--- config.mk ---
export PLATFORM = sky130hd
export DESIGN_NAME = hazard_stall_ctrl
export DESIGN_NICKNAME = d
export VERILOG_FILES = /design/src/rtl/hazard_stall_ctrl.sv
export SDC_FILE = /design/constraint.sdc
export NUM_CORES = 1
export LEC_CHECK = 0
export CORE_AREA = 2 2 39 41
export DETAILED_ROUTE_END_ITERATION = 10
export DIE_AREA = 0 0 41 43
export PLACE_DENSITY = 0.81
export SYNTH_ARGS = -nofsm -noshare
export SYNTH_HDL_FRONTEND = slang
export SYNTH_SLANG_ARGS = --single-unit
--- constraint.sdc ---
create_clock -name clk -period 2.1 [get_ports clk]
set_input_delay 0.21 -clock clk [delete_from_list [all_inputs] [get_ports clk]]
set_output_delay 0.21 -clock clk [all_outputs]
set_load 0.005 [all_outputs]
--- src/rtl/hazard_stall_ctrl.sv ---
// Stall/flush/halt control for PC, IF_ID, ID_EX and EX_MEM registers.
// Optional stall-cycle counter built only when STALL_COUNT_EN is defined.
module hazard_stall_ctrl #(
  parameter int LOAD_STALL_CYCLES = 1,
  parameter int REG_ADDR_W        = 4
) (
  input  logic                  clk,
  input  logic                  rst,
  input  logic                  idex_memtoreg,
  input  logic                  idex_regwrite,
  input  logic [REG_ADDR_W-1:0] idex_rd,
  input  logic [REG_ADDR_W-1:0] ifid_rs,
  input  logic [REG_ADDR_W-1:0] ifid_rt,
  input  logic                  ifid_uses_rs,
  input  logic                  ifid_uses_rt,
  input  logic                  branch_taken,
  input  logic                  halt_id,
  input  logic                  mem_busy,
  output logic                  pc_wen,
  output logic                  ifid_wen,
  output logic                  ifid_flush,
  output logic                  idex_wen,
  output logic                  idex_flush,
  output logic                  exmem_wen,
  output logic                  halted,
  output logic [15:0]           stall_cnt
);

  typedef enum logic [1:0] {
    RUN      = 2'd0,
    LU_STALL = 2'd1,
    HALT     = 2'd2
  } state_t;

  localparam logic [2:0] LU_INIT = 3'(LOAD_STALL_CYCLES - 1);
  localparam bit         LU_MULTI = (LOAD_STALL_CYCLES > 1);

  state_t     state, state_nx;
  logic [2:0] lu_cnt, lu_cnt_nx;
  logic       hz;
  logic       rs_hit, rt_hit;

  logic c_frz, c_br, c_hlt_st, c_lu, c_hlt_in, c_ld, c_go;

  logic pc_w, ifid_w, ifid_f, idex_w, idex_f, exmem_w;

  assign rs_hit = ifid_uses_rs && (ifid_rs == idex_rd);
  assign rt_hit = ifid_uses_rt && (ifid_rt == idex_rd);
  assign hz = idex_memtoreg && idex_regwrite
           && (idex_rd != '0) && (rs_hit || rt_hit);

  // Mutually exclusive decode terms, priority folded in.
  assign c_frz    = mem_busy;
  assign c_br     = !mem_busy && branch_taken
                 && (state == RUN || state == LU_STALL);
  assign c_hlt_st = !mem_busy && (state == HALT);
  assign c_lu     = !mem_busy && !branch_taken
                 && (state == LU_STALL);
  assign c_hlt_in = !mem_busy && !branch_taken
                 && (state == RUN) && halt_id;
  assign c_ld     = !mem_busy && !branch_taken
                 && (state == RUN) && !halt_id && hz;
  assign c_go     = !mem_busy && !branch_taken
                 && (state == RUN) && !halt_id && !hz;

  always_comb begin
    state_nx  = state;
    lu_cnt_nx = lu_cnt;
    pc_w      = 1'b0;
    ifid_w    = 1'b0;
    ifid_f    = 1'b0;
    idex_w    = 1'b0;
    idex_f    = 1'b0;
    exmem_w   = 1'b0;
    unique case (1'b1)
      c_frz: begin
      end
      c_br: begin
        pc_w      = 1'b1;
        ifid_w    = 1'b1;
        ifid_f    = 1'b1;
        idex_w    = 1'b1;
        idex_f    = 1'b1;
        exmem_w   = 1'b1;
        state_nx  = RUN;
        lu_cnt_nx = 3'd0;
      end
      c_hlt_st: begin
        idex_w  = 1'b1;
        idex_f  = 1'b1;
        exmem_w = 1'b1;
      end
      c_lu: begin
        idex_w  = 1'b1;
        idex_f  = 1'b1;
        exmem_w = 1'b1;
        if (lu_cnt <= 3'd1) begin
          state_nx  = RUN;
          lu_cnt_nx = 3'd0;
        end else begin
          lu_cnt_nx = lu_cnt - 3'd1;
        end
      end
      c_hlt_in: begin
        idex_w   = 1'b1;
        idex_f   = 1'b1;
        exmem_w  = 1'b1;
        state_nx = HALT;
      end
      c_ld: begin
        idex_w  = 1'b1;
        idex_f  = 1'b1;
        exmem_w = 1'b1;
        if (LU_MULTI) begin
          state_nx  = LU_STALL;
          lu_cnt_nx = LU_INIT;
        end
      end
      c_go: begin
        pc_w    = 1'b1;
        ifid_w  = 1'b1;
        idex_w  = 1'b1;
        exmem_w = 1'b1;
      end
      default: begin
        state_nx  = RUN;
        lu_cnt_nx = 3'd0;
      end
    endcase
  end

  always_ff @(posedge clk or negedge rst) begin
    if (!rst) begin
      state  <= RUN;
      lu_cnt <= 3'd0;
    end else begin
      state  <= state_nx;
      lu_cnt <= lu_cnt_nx;
    end
  end

  // Held in reset, every register stays loaded-disabled.
  assign pc_wen     = rst && pc_w;
  assign ifid_wen   = rst && ifid_w;
  assign ifid_flush = rst && ifid_f;
  assign idex_wen   = rst && idex_w;
  assign idex_flush = rst && idex_f;
  assign exmem_wen  = rst && exmem_w;
  assign halted     = rst && (state == HALT);

`ifdef STALL_COUNT_EN
  logic [15:0] cnt_q;
  logic        cnt_inc;

  assign cnt_inc = !pc_w && (state != HALT);

  always_ff @(posedge clk or negedge rst) begin
    if (!rst) begin
      cnt_q <= 16'h0000;
    end else if (cnt_inc && cnt_q != 16'hFFFF) begin
      cnt_q <= cnt_q + 16'd1;
    end
  end

  assign stall_cnt = cnt_q;
`else
  assign stall_cnt = 16'h0000;
`endif

endmodule

==> key figures <==
Layout
  • Commonest cells after routing, fill and taps aside: 23 x clkdlybuf4s50_1, 16 x conb_1, 5 x xnor2_1
  • # fillers: ~150
  • Commonest non-fill, non-tap cell in the layout: clkdlybuf4s50_1
  • Layout cells sized above 1: 0.0556
  • Reg area: around 25 sq um
  • Nets: 95
  • # diodes: 0
  • Area of the multi-input gates: around 230 sq um
  • Layout Utilization: 0.414
  • Top reg by flops: state
  • Synthesis-to-layout area growth: 71.5%
  • Post-route cell area: ~570 sq um
  • Biggest regs: state x1
  • Max FFs per register: 1

Critical path
  • Type of origin of the critical path: input port
  • WP data required: between 1.5 and 2 ns
  • Critical Path Max Stage Delay: approximately 0.48 ns
  • Setup slack, reg-to-reg: approximately 1.4 ns
  • CP Capture Type: output port
  • Slowest cell on the critical path: clkdlybuf4s50_1
  • WP data arrival: between 1.5 and 2 ns
  • Cell Chain, Critical Path: clkdlybuf4s50_1 -> nor4_2 -> nor2_1 -> nand4_1 -> o21ai_1 -> o41a_1 -> dlygate4sd2_1
  • Crit Path Class: input port to output port
  • Reg2reg path depth: 1
  • RR Endpoint: state[1]
  • CP Max Fanout: 3
  • Worst reg2reg path startpoint: state[1]

Synthesis
  • Seq/Total Area, Yosys: 0.0749
  • Mapped cell area: 334 sq um
  • Synth top area share: 0.404
  • Largest cells by area after synthesis: buf_4 40%, xnor2_1 13%, xor2_1 7.9%, dfrtp_1 7.5%, o41a_1 3.4%
  • Syn_area_per_cell: approximately 7.4 sq um
  • Yosys Warn Count: 0
  • Post-Syn Instances: 45
  • Area leader, netlist: buf_4
  • Yosys cell types: 20
  • #FFs+latches synth: 1

STA
  • Final WS setup: 0.117 ns
  • Tmin final: about 2 ns
  • TNS Setup: 0 ns
  • Worst Skew: 0 ns
  • Max Clock Freq: 504 MHz
  • Period utilisation layout: 0.944
  • # setup viols final: 0
  • Hold Vio Cnt, Final: 0
  • Final Max Slew Viols: 0

Routing
  • Drt drc: 0
  • Via count: roughly 350
  • Routed Antenna Nets: 0
  • Initial drt markers: 0
  • DR WL/cell: around 8.4 um
  • Via density: 4.02
  • Drt total wl: 742 um
  • First-pass DRT Iterations: 1

Floorplan
  • # IOs: between 40 and 50
  • Die W: between 40 and 50 um
  • Core area: approximately 0.0014 sq mm
  • Die H: 43 um
  • DIE AREA: 0.00176 sq mm
  • Starting Density: 0.241
  • Row count: 14

Clock network
  • Clk slew on worst S/H paths: 0 ns
  • Worst-Skew Late Latency: 0 ns
  • Cts hold-fix bufs: 0

Min path
  • HP Class: input port to asynchronous set/reset pin

GRT
  • Gr usage total: 0.0750
  • Largest net degree at the start of global routing: 6
  • Number of global-route vias before repair: between 200 and 300
  • First-pass GRT wire length: ~1000 um
  • Grt total ovfl: 0
  • Initial antenna violation count: 0

Placed design
  • Gpl congestion: ~0.66
  • IO buf count: 27
  • Area of placed instances: approximately 570 sq um
  • Dpl ws: -0.104 ns
  • Dpl hpwl: just under 700 um

Status
  • Status: finished clean

Pwr
  • Leak: ~0.26 nW
  • Pwr dens: between 150 and 200 mW/mm^2
  • Max IR drop VDD: 78.2 uV
  • Design Power: roughly 0.10 mW

Run
  • Max-cap viol count: 0
[routing by layer]
metal,vias up,track usage,routed length (um)
met5,-,0,0
met2,33,0.166,422
met1,152,0.0667,209
met3,0,0.00524,110
li1,169,-,-
met4,0,0,0
[synth_stat cells (all sizes together)]
cell type	n
a21o	1
and2	1
buf	18
conb	1
dfrtp	1
inv	1
nand2	1
nand2b	1
nand3	2
nand4	1
nor2	2
nor3	1
nor3b	1
nor4	1
o21ai	1
o21bai	1
o41a	1
or3	1
xnor2	5
xor2	3
[worst max path at each step]
stage,from,to,slack [ns],cells past startpoint
detailed placement,idex_rd[0],idex_flush,-0.10,7
finish,idex_rd[3],idex_flush,0.12,7
CTS,idex_rd[0],idex_flush,0.09,7
global placement,idex_rd[0],idex_flush,-0.07,7
floorplan,state[1],pc_wen,0.82,3
global route,idex_rd[3],idex_flush,-0.03,7
[cells by family (layout without fill, tap and decap cells)]
logic type             count (synthesis)  in the layout  share of synthesized area
buffers and inverters                 19             31                      0.416
other                                  1             16                     0.0112
AO/OA/AOI/OAI                          4              4                     0.0936
flip-flops                             1              1                     0.0749
AND/OR/NAND/NOR                       12             12                      0.195
XOR/XNOR                               8              8                      0.210
[worst max-delay path: cells and delay by family]
kind	cells	cell delay [ns]
and+or+nand+nor	3	0.42
AOI/OAI and AO/OA	2	0.39
buffers and inverters	2	0.75
[what timing repair did]
action                                  4_1_cts  5_1_grt
endpoints found under the setup margin        3        1
gates resized for setup                       3        2
pin swaps                                     2        0
buffers inserted                              0        0
[power breakdown]
group,internal [mW],total [mW],leakage [nW],switching (mW)
logic,0.0548,0.0848,0.247,0.0301
clock network,0,0,0,0
registers,0.0197,0.0197,0.00875,0.0000605
total,0.0745,0.105,0.256,0.0301
[stage by stage]
stage | hold WS, ns | instances
after CTS | 0.386 | 88
after floorplan | -0.0856 | 60
after global placement | 0.384 | 88
final | 0.385 | 88
after global routing | 0.400 | 88
after detailed placement | 0.387 | 88
[cell type report]
cell class	instances	area share
sequential	1	0.0437
multi-input combinational	40	0.406
inverter	1	0.00655
timing repair buffer	30	0.509
tap	16	0.0349
Power figures use the tool's default switching activity.
